$ cat src/rtl/result_collector.sv
// Collects per-unit results of one job and streams them out in index order.
// Optional watchdog: define RESULT_COLLECTOR_TIMEOUT_EN.
module result_collector #(
    parameter  int WIDTH          = 16,
    parameter  int NUM_UNITS      = 16,
    parameter  int TIMEOUT_CYCLES = 1024,
    localparam int IDXW           = (NUM_UNITS > 1) ? $clog2(NUM_UNITS) : 1
) (
    input  logic                            clk,
    input  logic                            reset_n,
    input  logic                            start,
    input  logic [NUM_UNITS-1:0]            active_units,
    input  logic [NUM_UNITS-1:0][WIDTH-1:0] result_array,
    input  logic [NUM_UNITS-1:0]            ready_array,
    output logic                            out_valid,
    input  logic                            out_ready,
    output logic [WIDTH-1:0]                out_data,
    output logic [IDXW-1:0]                 out_index,
    output logic                            out_last,
    output logic                            busy,
    output logic                            done,
    output logic                            timeout
);

    typedef enum logic [1:0] {
        IDLE,
        COLLECT,
        DRAIN
    } state_t;

    state_t                            state_q, state_d;
    logic [NUM_UNITS-1:0]              mask_q, mask_d;
    logic [NUM_UNITS-1:0]              cap_q, cap_d;
    logic [NUM_UNITS-1:0]              pend_q, pend_d;
    logic [NUM_UNITS-1:0][WIDTH-1:0]   stored_q, stored_d;
    logic                              valid_q, valid_d;
    logic [WIDTH-1:0]                  data_q, data_d;
    logic [IDXW-1:0]                   index_q, index_d;
    logic                              last_q, last_d;
    logic                              done_q, done_d;
    logic [IDXW-1:0]                   nxt_idx;

`ifdef RESULT_COLLECTOR_TIMEOUT_EN
    localparam int CNTW = $clog2(TIMEOUT_CYCLES + 1);
    logic [CNTW-1:0] cnt_q, cnt_d;
    logic            to_q, to_d;
`endif

    function automatic logic [IDXW-1:0] lowest(input logic [NUM_UNITS-1:0] v);
        lowest = '0;
        for (int i = NUM_UNITS - 1; i >= 0; i--) begin
            if (v[i]) lowest = IDXW'(i);
        end
    endfunction

    function automatic logic single(input logic [NUM_UNITS-1:0] v);
        single = (v != '0) && ((v & (v - NUM_UNITS'(1))) == '0);
    endfunction

    always_comb begin
        state_d  = state_q;
        mask_d   = mask_q;
        cap_d    = cap_q;
        pend_d   = pend_q;
        stored_d = stored_q;
        valid_d  = valid_q;
        data_d   = data_q;
        index_d  = index_q;
        last_d   = last_q;
        done_d   = 1'b0;
        nxt_idx  = '0;
`ifdef RESULT_COLLECTOR_TIMEOUT_EN
        cnt_d    = cnt_q;
        to_d     = to_q;
`endif
        unique case (state_q)
            IDLE: begin
                if (start) begin
                    if (active_units != '0) begin
                        mask_d  = active_units;
                        cap_d   = '0;
                        state_d = COLLECT;
`ifdef RESULT_COLLECTOR_TIMEOUT_EN
                        cnt_d   = '0;
`endif
                    end else begin
                        done_d = 1'b1;
                    end
                end
            end
            COLLECT: begin
                if (cap_q == mask_q) begin
                    nxt_idx = lowest(cap_q);
                    state_d = DRAIN;
                    pend_d  = cap_q;
                    valid_d = 1'b1;
                    index_d = nxt_idx;
                    data_d  = stored_q[nxt_idx];
                    last_d  = single(cap_q);
`ifdef RESULT_COLLECTOR_TIMEOUT_EN
                end else if (cnt_q == CNTW'(TIMEOUT_CYCLES - 1)) begin
                    to_d    = 1'b1;
                    state_d = IDLE;
                    done_d  = 1'b1;
`endif
                end else begin
                    // first ready per slot wins; later pulses are ignored
                    for (int i = 0; i < NUM_UNITS; i++) begin
                        if (mask_q[i] && ready_array[i] && !cap_q[i]) begin
                            cap_d[i]    = 1'b1;
                            stored_d[i] = result_array[i];
                        end
                    end
`ifdef RESULT_COLLECTOR_TIMEOUT_EN
                    cnt_d = cnt_q + CNTW'(1);
`endif
                end
            end
            DRAIN: begin
                if (out_ready) begin
                    pend_d = pend_q & ~(NUM_UNITS'(1) << index_q);
                    if (last_q) begin
                        state_d = IDLE;
                        valid_d = 1'b0;
                        last_d  = 1'b0;
                        done_d  = 1'b1;
                    end else begin
                        nxt_idx = lowest(pend_d);
                        index_d = nxt_idx;
                        data_d  = stored_q[nxt_idx];
                        last_d  = single(pend_d);
                    end
                end
            end
            default: state_d = IDLE;
        endcase
    end

    always_ff @(posedge clk or negedge reset_n) begin
        if (!reset_n) begin
            state_q  <= IDLE;
            mask_q   <= '0;
            cap_q    <= '0;
            pend_q   <= '0;
            stored_q <= '0;
            valid_q  <= 1'b0;
            data_q   <= '0;
            index_q  <= '0;
            last_q   <= 1'b0;
            done_q   <= 1'b0;
`ifdef RESULT_COLLECTOR_TIMEOUT_EN
            cnt_q    <= '0;
            to_q     <= 1'b0;
`endif
        end else begin
            state_q  <= state_d;
            mask_q   <= mask_d;
            cap_q    <= cap_d;
            pend_q   <= pend_d;
            stored_q <= stored_d;
            valid_q  <= valid_d;
            data_q   <= data_d;
            index_q  <= index_d;
            last_q   <= last_d;
            done_q   <= done_d;
`ifdef RESULT_COLLECTOR_TIMEOUT_EN
            cnt_q    <= cnt_d;
            to_q     <= to_d;
`endif
        end
    end

    assign out_valid = valid_q;
    assign out_data  = data_q;
    assign out_index = index_q;
    assign out_last  = last_q;
    assign busy      = (state_q != IDLE);
    assign done      = done_q;
`ifdef RESULT_COLLECTOR_TIMEOUT_EN
    assign timeout   = to_q;
`else
    assign timeout   = 1'b0;
`endif

endmodule
$ cat config.mk
export PLATFORM = sky130hd
export DESIGN_NAME = result_collector
export DESIGN_NICKNAME = d
export VERILOG_FILES = /design/src/rtl/result_collector.sv
export SDC_FILE = /design/constraint.sdc
export NUM_CORES = 1
export LEC_CHECK = 0
export ABC_AREA = 1
export BUFFER_PORTS_ARGS = -buffer_cell sky130_fd_sc_hd__buf_2
export CORE_ASPECT_RATIO = 1.25
export CORE_MARGIN = 8
export CORE_UTILIZATION = 55
export DETAILED_ROUTE_END_ITERATION = 16
export HOLD_SLACK_MARGIN = 0.1
export PLACE_DENSITY = 0.81
export RECOVER_POWER = 100
export SLEW_MARGIN = 20
export SYNTH_ARGS = -nofsm -noshare
export SYNTH_HDL_FRONTEND = slang
export SYNTH_SLANG_ARGS = --single-unit
$ cat constraint.sdc
create_clock -name clk -period 3.3 [get_ports clk]
set_input_delay 0.825 -clock clk [delete_from_list [all_inputs] [get_ports clk]]
set_output_delay 0.825 -clock clk [all_outputs]
set_load 0.05 [all_outputs]
# Word-level counts from Yosys, hierarchy flattened
# Index checks and enable logic that the tools add are counted.
[word_totals] ram_bits=0 reg_bits=329 output_inout_bits=25 wordCells=263 inputBits=292 rom_bits=0 mem_count=0 latchBits=0
[op_classes] shifts=1 n_div=0 eq_ne=26 mul=0 n_bitwise=5 mux=91 reduce_logical=96 n_lt_le_gt_ge=2 add_sub_neg=2
[op_table] cell="16-bit 2-to-1 mux" count=10
[op_table] cell="4-bit 2-to-1 mux" count=40
[op_table] cell="16-bit binary-select mux with 4-bit select" count=2
[op_table] cell="16-bit one-hot mux with 2 select lines" count=3
[op_table] cell="5-bit AND reduction" count=17
[op_table] cell="3-bit AND reduction" count=18
[op_table] cell="16-bit AND" count=3
[op_table] cell="16-bit nonzero test" count=3
[op_table] cell="2-bit inequality test, second input constant" count=23
[op_table] cell="1-bit logical AND" count=34
[op_table] cell="16-bit logical NOT" count=2
[op_table] cell="16-bit by 1-bit subtractor with 16-bit output, second input constant" count=2
[op_table] cell="1-bit 2-to-1 mux" count=26
[op_table] cell="16-bit == test" count=1
[op_table] cell="1-bit logical NOT" count=16
[op_table] cell="16-bit NOT" count=1
[op_table] cell="1-bit by 4-bit left shift with 16-bit output, first input constant" count=1
[op_table] cell="4-bit by 5-bit less-than comparator with 1-bit output, second input constant" count=2
[op_table] cell="2-bit 2-to-1 mux" count=5
[op_table] cell="4-bit one-hot mux with 2 select lines" count=1
[op_table] cell="4-bit AND reduction" count=2
[op_table] cell="1-bit one-hot mux with 2 select lines" count=3
[op_table] cell="2-bit one-hot mux with 3 select lines" count=1
[op_table] cell="2-bit nonzero test" count=3
[op_table] cell="other kinds (4)" count=4

# Depth between registers and ports, before layout
[logic_depth] ltp_word=27 mapped_depth=28 ltp_nobuf=25

# Worst setup path before layout
# OpenSTA, ideal clock, no wires.
[synth_timing] path_type="register to register" from="register index_q[3], in the netlist out_index[3]" to="register data_q[13], in the netlist out_data[13]" period_less_slack_ps=2690 path_slack_ps=610 arrival_ps=2624 path_stages_with_launch=16 cell_sequence="dfrtp_1 > buf_4 > inv_2 > o41ai_4 > nand2_1 > o21ai_1 > nand2_1 > a21oi_2 > buf_2 > buf_1 > nand3_1 > nand3_1 > nand2_1 > nand2_1 > nand3_1 > nand2_1"
[synth_via] elab_chain_cells=27
[synth_rtl] element="start: declaration" line_no="38" source="logic [IDXW-1:0] index_q, index_d;"
[synth_rtl] element="start signal: assignment" line_no="163" source="index_q <= index_d;"
[synth_rtl] element="1-bit by 4-bit left shift with 16-bit output (*)" line_no="121" source="pend_d = pend_q & ~(NUM_UNITS'(1) << index_q);"
[synth_rtl] element="16-bit NOT (*)" line_no="121"
[synth_rtl] element="16-bit AND (*)" line_no="121"
[synth_rtl] element="4-bit 2-to-1 mux (15 in series)" line_no="52" source="if (v[i]) lowest = IDXW'(i);"
[synth_rtl] element="4-bit 2-to-1 mux (*)" line_no="52"
[synth_rtl] element="4-bit 2-to-1 mux (*)" line_no="122" source="if (last_q) begin"
[synth_rtl] element="4-bit 2-to-1 mux (*)" line_no="120" source="if (out_ready) begin"
[synth_rtl] element="4-bit 2-to-1 mux (*)" line_no="76" source="unique case (state_q)"
[synth_rtl] element="16-bit binary-select mux with 4-bit select (*)" line_no="130" source="data_d = stored_q[nxt_idx];"
[synth_rtl] element="16-bit 2-to-1 mux (implied by the code) (*)" line_no="130"
[synth_rtl] element="16-bit 2-to-1 mux (*)" line_no="122"
[synth_rtl] element="16-bit 2-to-1 mux (*)" line_no="120"
[synth_rtl] element="16-bit one-hot mux with 2 select lines (*)" line_no="76"
[synth_rtl] element="end signal: assignment" line_no="162" source="data_q <= data_d;"
[synth_rtl] element="end: declaration" line_no="37" source="logic [WIDTH-1:0] data_q, data_d;"
# Every way passes the cells marked *; elsewhere a longest branch is shown, timed or not. The select of a mux whose other input is x is not followed.
# A chain may end at the register's enable or synchronous reset.

# Worst setup path after layout
[layout_timing] from="register index_q[1], in the netlist out_index[1]" to="register data_q[13], in the netlist out_data[13]"
# Same word-level chain as after synthesis.

==> impl_summary.txt <==
----------------------------------------------------
[Synthesis]
  Biggest area contributors in the synthesized netlist ... sky130_fd_sc_hd__dfrtp_1 (43%), sky130_fd_sc_hd__nand3_1 (18%), sky130_fd_sc_hd__nand2_1 (10%)
  Count of synthesis-stage warnings from yosys ... 0
  Gate Count Post-Synth ... 2825
  Flip-flop and latch count after synthesis ... 329
  Top cell type by total area after synthesis ... sky130_fd_sc_hd__dfrtp_1
  Total standard cell area after synthesis ... 0.01932 mm^2
  Count of flip-flops with a built-in enable after synthesis ... 0
  Syn_nets ... 3117
  Share of synthesized registers carrying an async set or reset ... 1.000
  Area share of the largest cell type after synthesis ... 0.4262
  Post-Syn Area per Cell ... 6.838 um^2
  Register area share after synthesis ... 0.4262
  Prevailing post-synth register cell ... sky130_fd_sc_hd__dfrtp_1
  Synth unique cells ... 38

[Timing]
  Maximum clock frequency ... 322.8 MHz
  Final setup violation count ... 0
  RSZ-0062 raised after global routing ... no
  Min cycle time layout ... 3.098 ns
  Final Hold Fails ... 0
  Sum of negative setup slack ... 0 ns
  Clock tree skew after final layout ... 0.02369 ns
  Slew Limit Fails ... 179
  Transition at the pin with the smallest max-transition slack ... 2.286 ns
  Portion of the clock cycle consumed by the worst path in the final layout ... 0.9387
  Final worst hold slack ... 0.5028 ns
  Slew margin rel. ... -0.5241

[Placement]
  HPWL after DPL ... 56280 um
  Total instance count after detailed placement ... 3482
  Gp weighted congestion ... 0.9955
  Number of I/O port buffers ... 315

[Worst setup path]
  Arrival time of data at the critical path endpoint ... 3.52 ns
  Crit path launch ... out_index[1]
  Endpoint required time on the critical path ... 3.72 ns
  Endpoint class of the critical path ... flip-flop
  Depth of the worst register-to-register path ... 25
  Worst Setup EP ... out_data[13]
  Type of the worst setup path ... flip-flop to flip-flop
  Launching element type of the critical path ... flip-flop
  Worst flop-to-flop path startpoint ... out_index[1]
  Maximum fanout along the worst path ... 37
  Worst reg2reg setup slack ... 0.20 ns
  Crit Reg-Reg Endpoint ... out_data[13]

[Power and ir drop]
  VDD IR max ... 0.5883 mV
  Leakage power summed over all cells ... 0.01160 uW
  Switching Fraction ... 0.4555
  Sequential fraction of design power ... 0.318
  Share of total power in the clock network ... 0.207
  Net switching power ... 9023 uW
  Combinational share of power ... 0.475
  Cell-internal power ... 10790 uW
  Power Dens Cells ... 878.9 mW/mm^2
  Total power of the final layout ... 19810 uW

[CTS]
  Clock root buffer master ... sky130_fd_sc_hd__clkbuf_16
  Number of buffers on the longest clock path ... 3
  Clk pin slew, worst setup/hold paths ... 0.07 ns
  CTS sink cnt ... 329
  Number of H-tree levels ... 2
  Quantity of hold-fixing buffers added after cts ... 0
  CTS tree ... done
  Post-CTS Repair Setup Buffers ... 0
  Insertion delay of the later-clocked pin in the worst-skew pair ... 0.55 ns
  Clock buffer count from CTS ... 35

[Floorplan]
  Horiz. Die Dim ... 183.6 um
  Height of the chip ... 225.5 um
  # rows ... 76
  I/O pin count ... 317
  Initial standard-cell utilization of the core ... 0.5597
  Die area ... 0.04142 mm^2
  Area inside the core boundary ... 0.03452 mm^2

[Layout]
  Layout filler cell count ... 3102
  Number of standard cells in the final layout excluding fillers ... 3544
  Layout Nets ... 3344
  Share of layout cells above drive strength 1 ... 0.1385
  Antenna Diode Count ... 0
  Area added between synthesis and finish ... 16.66%

[Route]
  TritonRoute pass-1 iters ... 6
  Drt drc ... 0
  Post-detailed-routing wire length ... 78690 um
  Avg Vias per Cell ... 6.015
  Post-detailed-route count of antenna-violating nets ... 0
  Average detailed-routed wire length per instance ... 22.20 um
  Vias after detailed routing ... 21320
  Initial drt markers ... 2846

[Job]
  Number of maximum-capacitance constraint violations ... 5

[Run status]
  Violations in the final reports ... capacitance limit, slew limit
  Status ... finished, violations left

[Global routing]
  Maximum number of pins on one net before global-route repair ... 132
  Wire length of the first global-routing pass ... 119200 um
  GR Util All Layers ... 0.3743
  Vias in the first global route ... 20900
  Initial antenna violation count ... 2
  Leftover overflow at the end of global routing ... 0

[Worst hold path]
  Worst Hold Depth ... 3
  Class of the tightest hold or removal check ... input pin to flip-flop

----------------------------------------------------
==> what timing repair did <==
| action | 4_1_cts | 5_1_grt |
|---|---|---|
| resized for setup | 0 | 6 |
| hold endpoints to repair | 0 | 0 |
| endpoints found under the setup margin | 0 | 11 |
==> per-layer routing <==
metal	vias up	global-route usage	routed length [um]
met5	-	0	13
met4	2	0.2683	6525
met3	326	0.06887	7596
met2	1371	0.6157	37230
met1	9980	0.4355	27320
li1	9637	-	-
==> state kept, by name, indices dropped and copies added, names as in the netlist <==
signal	count
stored_q	256
cap_q	16
mask_q	16
out_data	16
pend_q	16
out_index	4
state_q	2
done	1
out_last	1
out_valid	1
==> worst min path at each step <==
stage                 endpoint             start
floorplan            pend_q[5]         pend_q[5]
global placement     out_valid         out_valid
detailed placement  pend_q[14]        pend_q[14]
CTS                  cap_q[10]           reset_n
global route         mask_q[9]   active_units[9]
finish              mask_q[10]  active_units[10]
==> power groups by stage <==
stage / sequential (uW) / combinational [uW] / clock [uW]
finish: 6300 / 9410 / 4100
global route: 6430 / 10200 / 4270
CTS: 6270 / 9060 / 4120
detailed placement: 6330 / 9010 / 0
global placement: 6270 / 8810 / 0
floorplan: 6150 / 5940 / 0
==> worst max-delay path, cell delays in order, from the launching register on <==
cell	delay [ns]
sky130_fd_sc_hd__dfrtp_2	0.49
sky130_fd_sc_hd__inv_2	0.16
sky130_fd_sc_hd__nand3_1	0.11
sky130_fd_sc_hd__o21ai_2	0.17
sky130_fd_sc_hd__nand2_1	0.07
sky130_fd_sc_hd__nand2_1	0.06
sky130_fd_sc_hd__nand2_1	0.04
sky130_fd_sc_hd__nand2_1	0.05
sky130_fd_sc_hd__nand2_1	0.05
sky130_fd_sc_hd__nand2_1	0.05
sky130_fd_sc_hd__nand2_1	0.05
sky130_fd_sc_hd__nand2_1	0.06
sky130_fd_sc_hd__nand2_1	0.05
sky130_fd_sc_hd__nand2_1	0.08
sky130_fd_sc_hd__nand2_1	0.05
sky130_fd_sc_hd__nand2_1	0.10
sky130_fd_sc_hd__nand2_4	0.14
sky130_fd_sc_hd__nand2_4	0.14
sky130_fd_sc_hd__buf_8	0.24
sky130_fd_sc_hd__nand2_1	0.09
sky130_fd_sc_hd__nand3_1	0.09
sky130_fd_sc_hd__nand3_1	0.24
sky130_fd_sc_hd__nand2_1	0.19
sky130_fd_sc_hd__nand2_1	0.07
sky130_fd_sc_hd__nand3_1	0.07
sky130_fd_sc_hd__nand2_1	0.05
==> cell usage in the layout, fill, tap and decap left out, types with 8 or more instances in the layout <==
cell | synthesis | layout
sky130_fd_sc_hd__buf_4 | 15 | 20
sky130_fd_sc_hd__inv_1 | 340 | 340
sky130_fd_sc_hd__o21ai_0 | 56 | 56
sky130_fd_sc_hd__nand2_1 | 518 | 516
sky130_fd_sc_hd__o211ai_1 | 11 | 11
sky130_fd_sc_hd__clkbuf_1 | 116 | 48
sky130_fd_sc_hd__buf_2 | 49 | 289
sky130_fd_sc_hd__clkbuf_2 | 0 | 12
sky130_fd_sc_hd__nand3_1 | 712 | 710
sky130_fd_sc_hd__o22ai_1 | 8 | 8
sky130_fd_sc_hd__nor2_1 | 307 | 307
sky130_fd_sc_hd__nand4_1 | 20 | 20
sky130_fd_sc_hd__buf_12 | 0 | 17
sky130_fd_sc_hd__dfrtp_1 | 329 | 327
sky130_fd_sc_hd__clkbuf_16 | 0 | 38
sky130_fd_sc_hd__a21oi_1 | 275 | 273
==> cells in the mapped netlist (all sizes together) (4+ instances only) <==
cell    number
inv        347
clkinv       4
nand4       20
nand2      520
clkbuf     116
a21oi      277
nor2       308
nor3         9
o211ai      11
o21ai       59
dfrtp      329
buf         79
nor4         4
a31oi        7
nand3      712
o22ai        8
==> layout make-up <==
cell class / instances / area, um^2 / share of cell area
tap: 468 / 585.6 / 0.02598
clock buffer: 52 / 1042 / 0.04624
clock inverter: 9 / 131.4 / 0.005829
multi-input combinational: 1950 / 8969 / 0.3979
sequential: 329 / 8235 / 0.3654
inverter: 351 / 1319 / 0.05851
timing repair buffer: 385 / 2256 / 0.1001
==> cells by family (layout without fill, tap and decap cells) <==
kind of cell           count (synthesis)  after routing  synth area share
DFF                                  329            329            0.4262
and+or+nand+nor                     1576           1576            0.3577
buffers and inverters                546            797            0.1126
AOI/OAI and AO/OA                    373            373            0.1034
other                                  1              1         0.0001941
==> metrics by stage <==
stage          utilization  setup slack (ns)  area [um^2]
6_report            0.6529            0.2022        22540
5_1_grt             0.6529           0.01197        22540
4_1_cts             0.6566            0.1941        22660
3_5_place_dp        0.6226            0.2108        21490
3_3_place_gp        0.6226            0.2423        21490
2_1_floorplan            -            0.6100        19320
Note: power is estimated with default switching activity, not from simulation.
